$ cat src/rtl/unidade_controle.sv
// Multicycle control FSM for the RV32 lw/sw/addi/add/sub/xor/srl/beq subset.
// Define OVERFLOW_TRAP_EN to add a sticky TRAP state on add/sub overflow.
module unidade_controle (
    input  logic       clk,
    input  logic       reset,
    input  logic [6:0] op,
    input  logic [2:0] funct3,
    input  logic       funct7b5,
    input  logic [2:0] flags,
    output logic [2:0] ULAControl,
    output logic [1:0] ALUSrcA,
    output logic [1:0] ALUSrcB,
    output logic [1:0] ResultSrc,
    output logic [1:0] ImmSrc,
    output logic       AdrSrc,
    output logic       PCWrite,
    output logic       IRWrite,
    output logic       RegWrite,
    output logic       MemWrite,
    output logic       trap,
    output logic       illegal
);

    localparam int unsigned ULA_W = 3;

    localparam logic [6:0] OP_LOAD  = 7'b0000011;
    localparam logic [6:0] OP_STORE = 7'b0100011;
    localparam logic [6:0] OP_REG   = 7'b0110011;
    localparam logic [6:0] OP_IMM   = 7'b0010011;
    localparam logic [6:0] OP_BR    = 7'b1100011;

    localparam logic [ULA_W-1:0] ULA_SUB = 3'b000;
    localparam logic [ULA_W-1:0] ULA_XOR = 3'b001;
    localparam logic [ULA_W-1:0] ULA_ADD = 3'b010;
    localparam logic [ULA_W-1:0] ULA_SRL = 3'b011;
    localparam logic [ULA_W-1:0] ULA_BEQ = 3'b100;

    typedef enum logic [3:0] {
        S_FETCH    = 4'd0,
        S_DECODE   = 4'd1,
        S_MEMADR   = 4'd2,
        S_MEMREAD  = 4'd3,
        S_MEMWB    = 4'd4,
        S_MEMWRITE = 4'd5,
        S_EXECUTER = 4'd6,
        S_EXECUTEI = 4'd7,
        S_ALUWB    = 4'd8,
`ifdef OVERFLOW_TRAP_EN
        S_BEQ      = 4'd9,
        S_TRAP     = 4'd10
`else
        S_BEQ      = 4'd9
`endif
    } state_t;

    state_t state_q, state_d;

    logic             legal_c;
    logic [ULA_W-1:0] r_ula_c;
    logic             pc_write_c, ir_write_c, reg_write_c, mem_write_c;
    logic             trap_c, illegal_c;

    // Only funct7b5 of funct7 is visible, so other funct7 bits are not checked
    always_comb begin
        legal_c = 1'b0;
        case (op)
            OP_LOAD, OP_STORE: legal_c = (funct3 == 3'b010);
            OP_IMM:            legal_c = (funct3 == 3'b000);
            OP_REG:            legal_c = (funct3 == 3'b000) ||
                                         (((funct3 == 3'b100) || (funct3 == 3'b101)) && !funct7b5);
            OP_BR:             legal_c = (funct3 == 3'b000);
            default:           legal_c = 1'b0;
        endcase
    end

    always_comb begin
        r_ula_c = ULA_ADD;
        case (funct3)
            3'b000:  r_ula_c = funct7b5 ? ULA_SUB : ULA_ADD;
            3'b100:  r_ula_c = ULA_XOR;
            3'b101:  r_ula_c = ULA_SRL;
            default: r_ula_c = ULA_ADD;
        endcase
    end

    always_ff @(posedge clk or posedge reset) begin
        if (reset) state_q <= S_FETCH;
        else       state_q <= state_d;
    end

    always_comb begin
        state_d     = state_q;
        ULAControl  = ULA_SUB;
        ALUSrcA     = 2'b00;
        ALUSrcB     = 2'b00;
        ResultSrc   = 2'b00;
        ImmSrc      = 2'b00;
        AdrSrc      = 1'b0;
        pc_write_c  = 1'b0;
        ir_write_c  = 1'b0;
        reg_write_c = 1'b0;
        mem_write_c = 1'b0;
        trap_c      = 1'b0;
        illegal_c   = 1'b0;
        case (state_q)
            S_FETCH: begin
                ir_write_c = 1'b1;
                ALUSrcB    = 2'b10;
                ULAControl = ULA_ADD;
                ResultSrc  = 2'b10;
                pc_write_c = 1'b1;
                state_d    = S_DECODE;
            end
            S_DECODE: begin
                // Branch target is precomputed into ALUOut here
                ALUSrcA    = 2'b01;
                ALUSrcB    = 2'b01;
                ImmSrc     = 2'b10;
                ULAControl = ULA_ADD;
                if (!legal_c) begin
                    illegal_c = 1'b1;
                    state_d   = S_FETCH;
                end else begin
                    case (op)
                        OP_LOAD, OP_STORE: state_d = S_MEMADR;
                        OP_REG:            state_d = S_EXECUTER;
                        OP_IMM:            state_d = S_EXECUTEI;
                        default:           state_d = S_BEQ;
                    endcase
                end
            end
            S_MEMADR: begin
                ALUSrcA    = 2'b10;
                ALUSrcB    = 2'b01;
                ULAControl = ULA_ADD;
                ImmSrc     = op[5] ? 2'b01 : 2'b00;
                state_d    = op[5] ? S_MEMWRITE : S_MEMREAD;
            end
            S_MEMREAD: begin
                AdrSrc  = 1'b1;
                state_d = S_MEMWB;
            end
            S_MEMWB: begin
                ResultSrc   = 2'b01;
                reg_write_c = 1'b1;
                state_d     = S_FETCH;
            end
            S_MEMWRITE: begin
                AdrSrc      = 1'b1;
                mem_write_c = 1'b1;
                state_d     = S_FETCH;
            end
            S_EXECUTER: begin
                ALUSrcA    = 2'b10;
                ULAControl = r_ula_c;
                state_d    = S_ALUWB;
`ifdef OVERFLOW_TRAP_EN
                if ((funct3 == 3'b000) && flags[2]) state_d = S_TRAP;
`endif
            end
            S_EXECUTEI: begin
                ALUSrcA    = 2'b10;
                ALUSrcB    = 2'b01;
                ULAControl = ULA_ADD;
                state_d    = S_ALUWB;
            end
            S_ALUWB: begin
                reg_write_c = 1'b1;
                state_d     = S_FETCH;
            end
            S_BEQ: begin
                ALUSrcA    = 2'b10;
                ULAControl = ULA_BEQ;
                pc_write_c = flags[0];
                state_d    = S_FETCH;
            end
`ifdef OVERFLOW_TRAP_EN
            S_TRAP: begin
                trap_c  = 1'b1;
                state_d = S_TRAP;
            end
`endif
            default: state_d = S_FETCH;
        endcase
    end

    // Reset cuts every enable and status pulse immediately, not at the next edge
    assign PCWrite  = pc_write_c  & ~reset;
    assign IRWrite  = ir_write_c  & ~reset;
    assign RegWrite = reg_write_c & ~reset;
    assign MemWrite = mem_write_c & ~reset;
    assign trap     = trap_c      & ~reset;
    assign illegal  = illegal_c   & ~reset;

    // Carry is never consumed; overflow only matters with the trap feature
    logic unused_flags;
    assign unused_flags = ^flags[2:1];

endmodule

$ cat config.mk
export PLATFORM = sky130hd
export DESIGN_NAME = unidade_controle
export DESIGN_NICKNAME = d
export VERILOG_FILES = /design/src/rtl/unidade_controle.sv
export SDC_FILE = /design/constraint.sdc
export NUM_CORES = 1
export LEC_CHECK = 0
export CORE_UTILIZATION = 37
export CTS_BUF_LIST = sky130_fd_sc_hd__clkbuf_4 sky130_fd_sc_hd__clkbuf_8 sky130_fd_sc_hd__clkbuf_16
export CTS_CLUSTER_SIZE = 40
export DETAILED_ROUTE_END_ITERATION = 8
export HOLD_SLACK_MARGIN = 0.1
export PLACE_DENSITY = 0.83
export SETUP_SLACK_MARGIN = 0.2
export SLEW_MARGIN = 20
export SYNTH_ARGS = -nofsm -noshare
export SYNTH_HDL_FRONTEND = slang
export SYNTH_SLANG_ARGS = --single-unit
$ cat constraint.sdc
create_clock -name clk -period 3.5 [get_ports clk]
set_clock_uncertainty 0.1 [all_clocks]
set_input_delay 0.35 -clock clk [delete_from_list [all_inputs] [get_ports clk]]
set_output_delay 0.35 -clock clk [all_outputs]
set_load 0.02 [all_outputs]
# Word level (Yosys, flattened, before mapping)
# Index checks and enable logic that the tools add are counted.
[classes]
eq_ne = 17
mux = 20
bitwise = 6
reduce_logical = 14
[op_table]
columns = ["op", "count"]
rows = [
  ["$pmux 4 s5", 1],
  ["$eq 4x3->1 const B", 4],
  ["$pmux 2 s2", 4],
  ["$eq 7x6->1 const B", 2],
  ["$pmux 4 s3", 1],
  ["$reduce_or 2->1", 5],
  ["$pmux 3 s3", 1],
  ["$eq 4x2->1 const B", 2],
  ["$eq 4x4->1 const B", 2],
  ["$reduce_or 4->1", 2],
  ["$eq 7x2->1 const B", 1],
  ["$eq 7x5->1 const B", 1],
  ["$eq 7x7->1 const B", 1],
  ["$mux 1", 7],
  ["$eq 3x3->1 const B", 2],
  ["$pmux 2 s3", 1],
  ["$and 1x1->1", 5],
  ["$eq 4x1->1 const B", 1],
  ["$logic_not 4->1", 1],
  ["$mux 4", 1],
  ["$eq 3x2->1 const B", 1],
  ["$logic_not 3->1", 1],
  ["$mux 3", 1],
  ["$pmux 1 s3", 1],
  ["7 further kinds", 8],
]
[word_totals]
regBits = 4
in_bits = 16
output_inout_bits = 18
wordCells = 58

# Longest topological paths before layout
[depth]
depth_word = 8
depth_mapped = 5
mapped_depth_nobuf = 4

# Worst setup path after synthesis
# Ideal clock, no wire load.
[synth_path]
path_type = "register -> output"
from = "register state_q[1]"
to = "output PCWrite"
arrival_time_ns = 1.810
required_ns = 3.050
slack_ns = 1.240
stages_incl_launch_ff = 5
path_buffers = 1
path_cell_list = "dfrtp_1 clkbuf_1 nor4_1 a21oi_1 nor2_1"
[synth_between]
elab_chain_len = 3
word_cells_on_any_way = 4
classes_between = "eq/ne: 1; mux: 1; bitwise: 1; reduce/logical: 1"
[synth_rtl]
columns = ["element", "line", "source"]
rows = [
  ["from (decl)", "56", "state_t state_q, state_d;"],
  ["from (signal assigned)", "88", "else state_q <= state_d;"],
  ["$eq 4x4->1 or $logic_not 4->1 (tied branches)", "105", "case (state_q)"],
  ["$pmux 1 s2 (*)", "105", ""],
  ["$and 1x1->1 (*)", "188", "assign PCWrite = pc_write_c & ~reset;"],
  ["to (decl)", "16", "output logic PCWrite,"],
]
# Mark *: on every way between the ends. The rest lies on a longest branch, timed or not.

# Final worst setup path
[layout_path]
from = "input op[6]"
to = "output illegal"
[layout_between]
elab_chain_len = 6
word_cells_on_any_way = 11
classes_between = "eq/ne: 5; mux: 3; bitwise: 1; reduce/logical: 2"
[layout_rtl]
columns = ["element", "line", "source"]
rows = [
  ["from (decl)", "6", "input logic [6:0] op,"],
  ["$eq 7x5->1 (tied with other cells)", "66", "case (op)"],
  ["$reduce_or 2->1, on equally long branches", "n/a", ""],
  ["$pmux 1 s3 (*)", "66", ""],
  ["$mux 1 (*)", "120", "if (!legal_c) begin"],
  ["$mux 1 (*)", "105", ""],
  ["$and 1x1->1 (*)", "193", "assign illegal = illegal_c & ~reset;"],
  ["to (decl)", "21", "output logic illegal"],
]
# Marks and branches as above.

==> flow_metrics.env <==
export IMPL_outcome="complete, no violations"
export IMPL_tightest_slew_ns=0.5406
export IMPL_floorplan_die_height_um=38.83
export IMPL_floorplan_core_area_sq_um=1186
export IMPL_post_synth_cell_area_avg_sq_um=7.489
export IMPL_drt_antenna_violating_nets=0
export IMPL_htreeDepth=1
export IMPL_overflow=0
export IMPL_worst_path_most_repeated_cell="clkdlybuf4s50_1"
export IMPL_num_nets_final=111
export IMPL_proportion_of_layout_cells_with_a_drive_suffix_above_1_pct=7.527
export IMPL_die_area_sq_um=1507
export IMPL_drt_vias_per_instance=5.421
export IMPL_muxShareOfSynthArea_pct=0
export IMPL_netlist_top_cells_count="nor2_1 (8), inv_1 (5)"
export IMPL_synth_xor_xnor_area_share_pct=5.237
export IMPL_globalRouteTotalUtil_pct=20.00
export IMPL_initial_utilization_pct=42.30
export IMPL_placement_setup_worst_slack_ns=0.5560
export IMPL_synthMostInstantiatedCell="nor2_1"
export IMPL_max_vdd_ir_drop_mv=0.2609
export IMPL_numClockSinks=4
export IMPL_max_clock_path_buffers=2
export IMPL_required_ns=3.05
export IMPL_worst_setup_path_start_kind="primary input"
export IMPL_timing_hold_violations_final=0
export IMPL_gp_congestion=0.7696
export IMPL_p_leak_nw=0.3114
export IMPL_netlist_area_leader_share_pct=19.95
export IMPL_detailedRoute_firstIterationViolations=6
export IMPL_insertion_delay_ns=0.23
export IMPL_ranking_of_synthesized_cells_by_area="dfrtp_1 (20%), nor2_1 (6.0%), xnor2_1 (5.2%), nor3b_1 (4.5%), or4bb_1 (4.5%)"
export IMPL_final_critical_path_setup_slack_ns=0.5468
export IMPL_syn_cell_area_sq_um=501.7
export IMPL_synthesis_nets=83
export IMPL_timing_setup_tns_ns=0
export IMPL_fmaxAchievable_mhz=338.6
export IMPL_timing_max_slew_rel_slack_pct=63.63
export IMPL_grt_pass1_vias=510
export IMPL_cts_root_buffer="clkbuf_4"
export IMPL_die_width_um=38.83
export IMPL_critical_path_max_fanout=6
export IMPL_dominantRegCellSynth="dfrtp_1"
export IMPL_yosys_warnings=0
export IMPL_cts_hold_buffers=0
export IMPL_largest_registers="state_q: 4 flops"
export IMPL_antenna_violations_before_repair=0
export IMPL_port_buffers=30
export IMPL_final_min_period_over_clock_period_pct=84.38
export IMPL_post_synthesis_cell_type_with_the_largest_combined_area="dfrtp_1"
export IMPL_period_minus_slack_ns=2.953
export IMPL_adder_cell_share_of_the_synthesized_area_pct=0
export IMPL_syn2layout_area_growth_pct=61.10
export IMPL_routed_wirelength_um=1285
export IMPL_cts_tree="done"
export IMPL_cts_buffers_inserted=3
export IMPL_ctsResizeCount=0
export IMPL_async_flop_share_pct=100.0
export IMPL_detailedRoute_firstPassIterationCount=4
export IMPL_worstPathArrival_ns=2.50
export IMPL_drc=0
export IMPL_rsz0062_at_grt="false"
export IMPL_largest_reg_flops=4
export IMPL_fraction_of_the_mapped_netlist_area_in_compound_gates_pct=23.69
export IMPL_synthesis_instances=67
export IMPL_power_per_cell_area_nw_per_um2=267.2
export IMPL_setup_viol=0
export IMPL_clock_slew_at_reported_path_ffs_ns=0.04
export IMPL_top_register_by_number_of_flip_flops="state_q"
export IMPL_postSynthRegisterBits=4
export IMPL_hpwlAfterDp_um=964
export IMPL_report_final_slew_viol_count=0
export IMPL_std_cell_rows=12
export IMPL_sequential_share_of_the_synthesized_area_pct=19.95
export IMPL_crit_slowest_cell="or4b_1"
export IMPL_hp_class="in2async"
export IMPL_ios=34
export IMPL_filler_cell_count=124
export IMPL_critical_path_max_stage_delay_ns=0.57
export IMPL_route_detailed_wl_per_inst_um=12.01
export IMPL_synth_edff_count=0
export IMPL_route_vias_total=580
export IMPL_critPathKind="in2out"
export IMPL_synth_simple_area_share_pct=39.90
export IMPL_grt_max_degree=17
export IMPL_number_of_library_cell_types_mapped_by_synthesis=32
export IMPL_maxCapViolCount=0
export IMPL_synth_top_family_by_area="simple AND/OR/NAND/NOR gates"
export IMPL_critical_path_endpoint_type="primary output"
export IMPL_crit_chain="clkdlybuf4s50_1 -> or4b_1 -> o22ai_2 -> o2111ai_2 -> and3_1 -> clkdlybuf4s50_1"
export IMPL_postCtsSetupRepairBufs=0
export IMPL_grt_pass1_wl_um=2118
export IMPL_antenna_cells=0
## power breakdown
group          internal, mW  switching [mW]  leakage (nW)
Sequential           0.0485         0.00805        0.0556
Clock                0.0384          0.0196        0.0138
Combinational        0.0528          0.0486         0.242
Total                 0.140          0.0763         0.311
## final timing paths
| path | from | endpoint | slack (ns) | cells past startpoint |
|---|---|---|---|---|
| max in group asynchronous | reset | state_q[1] | 2.83 | 2 |
| min in group clk | state_q[3] | state_q[0] | 0.61 | 1 |
| setup reg to reg | state_q[1] | state_q[2] | 1.90 | 3 |
| hold reg to reg | state_q[3] | state_q[0] | 0.61 | 1 |
| setup / recovery | op[6] | illegal | 0.55 | 6 |
| hold / removal | reset | state_q[2] | 0.30 | 2 |
## kinds of logic (layout without fill, tap and decap cells)
family,count (synthesis),after routing
AND/OR/NAND/NOR,32,32
other,1,1
flip-flops,4,4
AO/OA/AOI/OAI,15,15
XOR/XNOR,3,3
buffers and inverters,12,38
## cells in the final DEF, fill, tap and decap left out, types with 3 or more instances in the layout
| cell | instances |
|---|---|
| dfrtp_1 | 4 |
| nor3_1 | 4 |
| nor2_1 | 8 |
| clkbuf_4 | 3 |
| clkdlybuf4s50_1 | 30 |
| inv_1 | 5 |
| nand2b_1 | 3 |
| xnor2_1 | 3 |
| nor3b_1 | 3 |
| a21oi_1 | 4 |
## metal layers
metal | global-route usage [%] | share of wire (%)
met1 | 23.08 | 44
met2 | 37.92 | 49
met3 | 2.312 | 6.4
met4 | 5.172 | 0.47
met5 | 0 | 0
## cell type report
type | count | area [sq um] | share of cell area (%)
multi-input cells | 51 | 349.1 | 43.19
well taps | 14 | 17.52 | 2.167
flip-flops and latches | 4 | 100.1 | 12.38
inverters | 5 | 18.77 | 2.322
repair buffers | 30 | 300.3 | 37.15
clock buffers | 3 | 22.52 | 2.786
## critical path, delay by kind of cell
family / cells / cell delay (ns)
buffers and inverters: 2 / 1.03
and+or+nand+nor: 2 / 0.80
AOI/OAI and AO/OA: 2 / 0.34
## per-stage QoR
step	total power, mW	area, sq um	hold slack [ns]	instances	util (%)
after floorplan	0.1100	501.7	0.02633	67	-
after global placement	0.1562	785.8	0.5534	104	66.24
after detailed placement	0.1579	785.8	0.5461	104	66.24
after CTS	0.2156	808.3	0.3095	107	68.14
after global routing	0.2280	808.3	0.3514	107	68.14
final	0.2160	808.3	0.3039	107	68.14
(Power assumes the default switching activity.)
